`config.mk`:
```
export PLATFORM = sky130hd
export DESIGN_NAME = mc_cpu_core
export DESIGN_NICKNAME = d
export VERILOG_FILES = /design/src/rtl/mc_cpu_pkg.sv /design/src/rtl/mc_cpu_core_alu.sv /design/src/rtl/mc_cpu_core.sv
export SDC_FILE = /design/constraint.sdc
export NUM_CORES = 1
export LEC_CHECK = 0
export BUFFER_PORTS_ARGS = -buffer_cell sky130_fd_sc_hd__buf_2
export CAP_MARGIN = 20
export CORE_MARGIN = 1.5
export CORE_UTILIZATION = 35
export DETAILED_ROUTE_END_ITERATION = 12
export GPL_TIMING_DRIVEN = 0
export PLACE_DENSITY = 0.5
export SLEW_MARGIN = 10
export SYNTH_ARGS = -nofsm -noshare
export SYNTH_HDL_FRONTEND = slang
export SYNTH_HIERARCHICAL = 1
export SYNTH_SLANG_ARGS = --single-unit
```
`constraint.sdc`:
```
create_clock -name clk -period 5.6 [get_ports clk]
set_input_delay 0.56 -clock clk [delete_from_list [all_inputs] [get_ports clk]]
set_output_delay 0.56 -clock clk [all_outputs]
set_load 0.02 [all_outputs]
```
`src/rtl/mc_cpu_pkg.sv`:
```
// Shared definitions for the mc_cpu_core multi-cycle processor:
// opcodes, FSM states, and the ALU output bundle.
package mc_cpu_pkg;

    localparam logic [3:0] OP_NOP  = 4'h0;
    localparam logic [3:0] OP_ADD  = 4'h1;
    localparam logic [3:0] OP_SUB  = 4'h2;
    localparam logic [3:0] OP_AND  = 4'h3;
    localparam logic [3:0] OP_OR   = 4'h4;
    localparam logic [3:0] OP_XOR  = 4'h5;
    localparam logic [3:0] OP_NOT  = 4'h6;
    localparam logic [3:0] OP_SHL  = 4'h7;
    localparam logic [3:0] OP_SHR  = 4'h8;
    localparam logic [3:0] OP_MOV  = 4'h9;
    localparam logic [3:0] OP_LDI  = 4'hA;
    localparam logic [3:0] OP_CMP  = 4'hB;
    localparam logic [3:0] OP_HALT = 4'hF;

    // Widest datapath the ALU bundle can carry; narrower cores zero-extend.
    localparam int ALU_MAX_W = 64;

    typedef enum logic [1:0] {
        IDLE = 2'd0,
        EXEC = 2'd1,
        WB   = 2'd2,
        HALT = 2'd3
    } state_t;

    typedef struct packed {
        logic [ALU_MAX_W-1:0] result;
        logic                 carry;
    } alu_out_t;

    function automatic logic op_is_alu(input logic [3:0] op);
        return (op >= OP_ADD) && (op <= OP_CMP);
    endfunction

    function automatic logic op_is_illegal(input logic [3:0] op);
        return (op == 4'hC) || (op == 4'hD) || (op == 4'hE);
    endfunction

endpackage

```
`src/rtl/mc_cpu_core_alu.sv`:
```
// Combinational ALU for mc_cpu_core: result and carry for every opcode,
// zero-extended into the shared alu_out_t bundle.
module mc_alu
    import mc_cpu_pkg::*;
#(
    parameter int DATA_W = 8
) (
    input  logic [3:0]        op,
    input  logic [DATA_W-1:0] a,
    input  logic [DATA_W-1:0] b,
    input  logic [DATA_W-1:0] imm,
    output alu_out_t          res
);

    logic [DATA_W:0] sum_s;
    logic [DATA_W:0] diff_s;

    assign sum_s  = {1'b0, a} + {1'b0, b};
    // The extra MSB of the difference is the borrow, set exactly when a < b.
    assign diff_s = {1'b0, a} - {1'b0, b};

    // Opcode decode into result and carry.
    always_comb begin
        res = '0;
        case (op)
            OP_ADD: begin
                res.result = ALU_MAX_W'(sum_s[DATA_W-1:0]);
                res.carry  = sum_s[DATA_W];
            end
            OP_SUB, OP_CMP: begin
                res.result = ALU_MAX_W'(diff_s[DATA_W-1:0]);
                res.carry  = diff_s[DATA_W];
            end
            OP_AND: res.result = ALU_MAX_W'(a & b);
            OP_OR:  res.result = ALU_MAX_W'(a | b);
            OP_XOR: res.result = ALU_MAX_W'(a ^ b);
            OP_NOT: res.result = ALU_MAX_W'(~b);
            OP_SHL: begin
                res.result = ALU_MAX_W'({a[DATA_W-2:0], 1'b0});
                res.carry  = a[DATA_W-1];
            end
            OP_SHR: begin
                res.result = ALU_MAX_W'({1'b0, a[DATA_W-1:1]});
                res.carry  = a[0];
            end
            OP_MOV: res.result = ALU_MAX_W'(b);
            OP_LDI: res.result = ALU_MAX_W'(imm);
            default: res = '0;
        endcase
    end

endmodule

```
`src/rtl/mc_cpu_core.sv`:
```
// Multi-cycle processor core: IDLE -> EXEC -> WB sequence per instruction,
// inline register file, flags, illegal-opcode pulse, sticky HALT.
module mc_cpu_core
    import mc_cpu_pkg::*;
#(
    parameter int  DATA_W  = 8,
    parameter int  NREGS   = 4,
    parameter int  CNT_W   = 16,
    localparam int AW      = $clog2(NREGS),
    localparam int INSTR_W = 4 + 2 * AW + DATA_W
) (
    input  logic               clk,
    input  logic               reset,
    input  logic [INSTR_W-1:0] instr,
    input  logic               instr_valid,
    output logic               instr_ready,
    output logic [DATA_W-1:0]  result,
    output logic               result_valid,
    output logic               flag_zero,
    output logic               flag_carry,
    output logic               illegal,
    output logic               halted,
    output logic [CNT_W-1:0]   retired_count
);

    state_t             state_r;
    state_t             state_next_s;
    logic [INSTR_W-1:0] ir_r;
    logic [3:0]         op_s;
    logic [AW-1:0]      rd_s;
    logic [AW-1:0]      rs_s;
    logic [DATA_W-1:0]  imm_s;
    logic [DATA_W-1:0]  regs_r [NREGS];
    logic [DATA_W-1:0]  rd_val_s;
    logic [DATA_W-1:0]  rs_val_s;
    alu_out_t           alu_s;
    alu_out_t           ex_r;
    logic               accept_s;
    logic               wb_alu_s;
    logic               wb_write_s;
    logic               wb_retire_s;
    logic               wb_illegal_s;
    logic               wb_halt_s;

    assign op_s     = ir_r[INSTR_W-1 -: 4];
    assign rd_s     = ir_r[DATA_W+AW +: AW];
    assign rs_s     = ir_r[DATA_W +: AW];
    assign imm_s    = ir_r[DATA_W-1:0];
    assign rd_val_s = regs_r[rd_s];
    assign rs_val_s = regs_r[rs_s];
    assign accept_s = instr_valid && instr_ready && (state_r == IDLE);

    mc_alu #(.DATA_W(DATA_W)) u_alu (
        .op  (op_s),
        .a   (rd_val_s),
        .b   (rs_val_s),
        .imm (imm_s),
        .res (alu_s)
    );

    // FSM state register.
    always_ff @(posedge clk or posedge reset) begin
        if (reset) begin
            state_r <= IDLE;
        end else begin
            state_r <= state_next_s;
        end
    end

    // FSM next-state logic.
    always_comb begin
        state_next_s = state_r;
        case (state_r)
            IDLE: begin
                if (accept_s) state_next_s = EXEC;
                else          state_next_s = IDLE;
            end
            EXEC: state_next_s = WB;
            WB: begin
                if (op_s == OP_HALT) state_next_s = HALT;
                else                 state_next_s = IDLE;
            end
            HALT:    state_next_s = HALT;
            default: state_next_s = IDLE;
        endcase
    end

    // Write-back decode: what retiring the instruction in IR does.
    always_comb begin
        wb_alu_s     = 1'b0;
        wb_write_s   = 1'b0;
        wb_retire_s  = 1'b0;
        wb_illegal_s = 1'b0;
        wb_halt_s    = 1'b0;
        if (state_r == WB) begin
            wb_alu_s     = op_is_alu(op_s);
            wb_write_s   = op_is_alu(op_s) && (op_s != OP_CMP);
            wb_retire_s  = op_is_alu(op_s) || (op_s == OP_NOP) || (op_s == OP_HALT);
            wb_illegal_s = op_is_illegal(op_s);
            wb_halt_s    = (op_s == OP_HALT);
        end else begin
            wb_alu_s     = 1'b0;
            wb_write_s   = 1'b0;
            wb_retire_s  = 1'b0;
            wb_illegal_s = 1'b0;
            wb_halt_s    = 1'b0;
        end
    end

    // Instruction latch on accept, ALU result capture in EXEC.
    always_ff @(posedge clk or posedge reset) begin
        if (reset) begin
            ir_r <= '0;
            ex_r <= '0;
        end else begin
            if (accept_s) ir_r <= instr;
            if (state_r == EXEC) ex_r <= alu_s;
        end
    end

    // Register file: single synchronous write port, used only in WB.
    always_ff @(posedge clk or posedge reset) begin
        if (reset) begin
            for (int i = 0; i < NREGS; i++) regs_r[i] <= '0;
        end else if (wb_write_s) begin
            regs_r[rd_s] <= ex_r.result[DATA_W-1:0];
        end
    end

    // Registered outputs; instr_ready follows the state about to be entered.
    always_ff @(posedge clk or posedge reset) begin
        if (reset) begin
            instr_ready   <= 1'b0;
            result        <= '0;
            result_valid  <= 1'b0;
            flag_zero     <= 1'b0;
            flag_carry    <= 1'b0;
            illegal       <= 1'b0;
            halted        <= 1'b0;
            retired_count <= '0;
        end else begin
            instr_ready  <= (state_next_s == IDLE);
            result_valid <= wb_alu_s;
            illegal      <= wb_illegal_s;
            if (wb_alu_s) begin
                result     <= ex_r.result[DATA_W-1:0];
                flag_zero  <= (ex_r.result == '0);
                flag_carry <= ex_r.carry;
            end
            if (wb_retire_s) retired_count <= retired_count + CNT_W'(1);
            if (wb_halt_s) halted <= 1'b1;
        end
    end

endmodule

```
### Yosys cells after proc, flatten, opt, wreduce, memory -nomap -nowiden

Index checks and enable logic that the tools add are counted.

| storage, ports and cells | value |
|---|---|
| register bits | 145 |
| bits in latches | 0 |
| bits in writable memories | 0 |
| memory bits (read-only) | 0 |
| bits of input ports | 19 |
| output and inout port bits | 30 |
| memories | 0 |

| cells by class | value |
|---|---|
| add/sub/neg operators | 3 |
| $mul | 0 |
| divide/modulo/power cells | 0 |
| order comparisons | 5 |
| eq/ne operators | 19 |
| shifts and indexed selects | 0 |
| muxes and demuxes | 19 |
| bitwise operators | 6 |
| reduce and logical (&&, ||, !) cells | 14 |

Operators with widths:

| cell | count |
|---|---|
| case mux 64 bit (10 select lines) | 1 |
| logical NOT 64 bit | 1 |
| NOT 8 -> 64 bit | 1 |
| two-way mux 8 bit | 5 |
| binary-select mux 8 bit (select 2 bit) | 2 |
| bitwise mux 32 bit | 1 |
| == test 4 bit, second input constant | 8 |
| adder 16 x 1 -> 16 bit, second input constant | 1 |
| demux 8 bit (select 2 bit) | 1 |
| == test 4 x 3 -> 1 bit, second input constant | 4 |
| adder 8 x 8 -> 9 bit | 1 |
| subtractor 8 x 8 -> 9 bit | 1 |
| bitwise AND 8 bit | 1 |
| == test 4 x 2 -> 1 bit, second input constant | 2 |
| bitwise OR 8 bit | 1 |
| case mux 2 bit (4 select lines) | 1 |
| XOR 8 bit | 1 |
| >= comparator 3 bit, second input constant | 2 |
| two-way mux 1 bit | 6 |
| NOT 2 -> 3 bit | 2 |
| logical AND 1 bit | 5 |
| == test 2 bit, second input constant | 2 |
| == test 4 x 1 -> 1 bit, second input constant | 1 |
| >= comparator 4 x 1 -> 1 bit, second input constant | 1 |
| 10 further kinds | 14 |

### Longest topological paths before layout

| depth | value |
|---|---|
| depth after elaboration | 6 |
| mapped depth | 12 |
| gate-level depth less buffers | 11 |

### Hierarchy

The synthesis kept the hierarchy.

Modules (own cells, without submodules):

| module | instances | cells an instance | area an instance (um^2) |
|---|---|---|---|
| mc_cpu_core | 1 | 387 | 6060.8 |
| mc_alu | 1 | 274 | 1948.1 |

### Worst setup path before layout

OpenSTA, ideal clock, no wires.

| timing | value |
|---|---|
| kind | reg2reg |
| start point | register ir_r[15] |
| end point | register ex_r[7] (netlist name) |
| setup time | 0.064 ns |
| arrival | 3.252 ns |
| required time | 5.536 ns |
| slack | 2.284 ns |
| stages on the path, launching flop included | 9 |
| path buffers | 1 |
| clock period less this slack | 3.316 ns |
| cell sequence | dfrtp_1 > buf_6 > nor2b_1 > nand2_1 > nor2_1 > a211oi_1 > o221ai_1 > a21o_1 > mux2_2 |

RTL lines:

| element | line | RTL |
|---|---|---|
| from (decl) | mc_cpu_core.sv:28 | `logic [INSTR_W-1:0] ir_r;` |
| from (signal assigned) | mc_cpu_core.sv:116 | `if (accept_s) ir_r <= instr;` |
| to (signal assigned) | mc_cpu_core.sv:117 | `if (state_r == EXEC) ex_r <= alu_s;` |
| to (decl) | mc_cpu_core.sv:37 | `alu_out_t ex_r;` |

==> summary.md <==
| Metric | Value |
|---|---|
| Status | finished clean |
| FMAX | around 260 MHz |
| ANT cells | 0 |
| XOR/XNOR Fraction of Synth Area | under 10% |
| Area used by multi-input combinational logic | 3750 um^2 |
| Commonest non-fill, non-tap cells in the layout | 145 x dfrtp_1, 126 x mux2_2, 63 x buf_2 |
| Avg Synthesized Cell Area | approximately 12 um^2 |
| H-tree depth | 4 |
| Global placement routability congestion | between 0.8 and 0.9 |
| Most used cell, CP | a21o_1 |
| Slew @ Worst Pin | roughly 0.97 ns |
| 1st-pass router iterations | 4 |
| Clock Sinks | 145 |
| Data arrival, critical path | around 4.2 ns |
| Simple-gate share of the synthesized area | 9.33% |
| Total I/O pin count | 49 |
| Num CTS Buffers | 17 |
| R2R Path Start | ir_r[11]$_DFFE_PP0P_ |
| Vias after detailed routing | between 5000 and 6000 |
| Setup CP Type | reg -> reg |
| CP startpoint | ir_r[11]$_DFFE_PP0P_ |
| Largest net degree at the start of global routing | approximately 110 |
| Ys async rst share | between 90% and 100% |
| DRC | 0 |
| Endpoints failing setup | 0 |
| Remaining antenna violation count after routing | 0 |
| Worst-path clk slew | about 0.070 ns |
| Vias per cell | 5.36 |
| Port bufs | 48 |
| Class of the worst hold path | in -> async |
| Area post-placement | ~8700 um^2 |
| Post-synth EDFFs | 0 |
| Final Instance Area | between 9000 and 10000 um^2 |
| Worst path max stage delay | ~0.6 ns |
| Synthesis warning total | 6 |
| Total wire length | roughly 19000 um |
| DR WL/cell | about 19 um |
| Root Buffer | clkbuf_16 |
| Largest family of logic cells by synthesized area | multiplexers |
| Max_slew headroom | 34.9% |
| Clock Latency Late Sink | between 0.4 and 0.5 ns |
| Uppermost layer routed | met4 |
| Die Footprint | around 24000 um^2 |
| Reg-to-reg slack, setup | roughly 1.7 ns |
| Layout cells sized above 1 | around 43% |
| Crit path capture type | register |
| Nets@finish | 778 |
| Iteration-0 DRC Markers | about 310 |
| Vias in the first global route | 5589 |
| Cells after synthesis | about 660 |
| Fin crit share | between 60% and 70% |
| First-pass GRT wire length | approximately 31000 um |
| Die width | 154 um |
| CTS tree | done |
| Sequential share of the synthesized area | between 40% and 50% |
| PD cells | 638 nW/um^2 |
| CP max FO | 10 |
| DIE HEIGHT | between 150 and 200 um |
| Filler instances | between 2000 and 2500 |
| Clock Skews | 0.0108 ns |
| Ys flop type | dfrtp_1 |
| GRT Overall Usage | between 10% and 20% |
| Cell variety after synth | 69 |
| Area share of fa/ha/maj cells after synthesis | 4.72% |
| Max-Cap Viols | 0 |
| Clock Path Buffers | 2 |
| IR drop worst, VDD | about 0.20 mV |
| RSZ-0062 raised after global routing | no |
| PostCTS Resize Cnt | 0 |
| Post-DP HPWL | approximately 14000 um |
| Final Hold Viols | 0 |
| Met2 WL post-DR | 9330 um |
| Grt total ovfl | 0 |
| Synth Net Count | a little over 700 |
| P&R area growth vs syn | 16.0% |
| Post-layout min period | 3.87 ns |
| Compound-cell area share of the yosys netlist | approximately 8.6% |
| CP required | between 5 and 6 ns |
| CTS Hold Bufs | 0 |
| Type of origin of the critical path | register |
| Most common cell after layout, fill and taps aside | dfrtp_1 |
| Slowest cell on the critical path | clkbuf_1 |
| Leakage power | ~4.4 nW |
| Starting density of the core | between 30% and 40% |
| Max Slew Vio Count | 0 |
| Cells along the critical path | clkbuf_1 > mux4_2 > ha_1 > fa_1 > a21o_1 > a221oi_1 > nor2_1 > a21oi_1 > o221ai_1 > a21o_1 > mux2_2 |
| Met3 WL | 853 um |
| Seq cells post-synth | between 100 and 150 |
| Syn Std Cell Area | between 8000 and 9000 um^2 |
| Metal-1 WL | slightly below 9000 um |
| Multiplexer share of the synthesized area | around 22% |
| Storage element area | between 3000 and 4000 um^2 |
| Antenna violations before repair | 0 |
| Core area | approximately 23000 um^2 |
| # Post-CTS Setup Buffers | 0 |
| Site Rows | 55 |
| Post-layout util | roughly two fifths |
flip-flops by register name, indices dropped and copies added, names as in the netlist:
signal and flops:
ex_r 65, flag_carry 1, flag_zero 1, halted 1, illegal 1, instr_ready 1
ir_r 16, regs_r 32, result 8, result_valid 1, retired_count 16, state_r 2
worst max-delay path: cells and delay by family, from the launching register on:
kind                       cells  cell delay [ns]
adders and majority gates      2             0.74
and+or+nand+nor                1             0.11
AOI/OAI and AO/OA              5             1.07
buffers and inverters          1             0.60
muxes                          2             0.75
DFF                            1             0.48
layer usage:
layer,vias up,track usage [%]
li1,2526,-
met1,2787,22.1
met2,158,27.9
met3,38,3.22
met4,0,6.27
met5,-,0
report_power, final:
part	leakage, nW	switching [mW]	internal [mW]
registers	1.91	0.297	1.40
logic	2.20	1.66	1.36
clock network	0.304	0.498	0.720
total	4.42	2.46	3.48
area by class of cell:
| cell class | count | area share (%) |
|---|---|---|
| multi-input combinational | 410 | 40.3 |
| inverter | 26 | 1.13 |
| buffer | 80 | 5.82 |
| clock buffer | 18 | 4.62 |
| sequential | 145 | 39.0 |
| timing repair buffer | 50 | 3.10 |
| clock inverter | 14 | 2.11 |
| tap | 285 | 3.84 |
cells by family (layout without fill, tap and decap cells):
family | count (synthesis) | after routing
flip-flops | 145 | 145
multiplexers | 144 | 144
AND/OR/NAND/NOR | 125 | 125
buffers and inverters | 106 | 188
AO/OA/AOI/OAI | 97 | 97
adder cells (fa/ha/maj) | 29 | 29
XOR/XNOR | 15 | 15
cells in the mapped netlist, types with 10 or more instances:
library cell  count  area (um^2)
dfrtp_1         145         3630
mux2_2          126         1420
buf_4            57          428
ha_1             27          338
inv_1            25         93.8
nor4_1           22          138
nand2_1          21         78.8
o21ai_0          20          100
nor2_1           18         67.6
mux4_2           16          360
buf_2            15         75.1
nor3_1           14         70.1
a21oi_1          13         65.1
xor2_1           10         87.6
through the flow:
stage | std cells | TNS [ns] | hold slack (ns) | setup WS, ns | total power, mW
floorplan | 661 | 0 | 0.475 | 1.15 | 3.86
global placement | 994 | -58.62 | 0.452 | -0.419 | 4.66
detailed placement | 996 | 0 | 0.454 | 1.80 | 4.71
CTS | 1028 | 0 | 0.0885 | 1.77 | 5.96
global route | 1028 | 0 | 0.0945 | 1.56 | 6.33
finish | 1028 | 0 | 0.0926 | 1.73 | 5.93
path summary, 6_finish.rpt:
kind / to / cells past startpoint
min reg2reg: retired_count[15]$_DFFE_PP0P_ / 1
max in group asynchronous: regs_r[3]$_DFFE_PP0P_ / 3
min in group clk: ir_r[3]$_DFFE_PP0P_ / 2
min: retired_count[7]$_DFFE_PP0P_ / 2
max reg2reg: ex_r[7]$_DFFE_PP0N_ / 11
max: ex_r[7]$_DFFE_PP0N_ / 11
(Power assumes the default switching activity.)
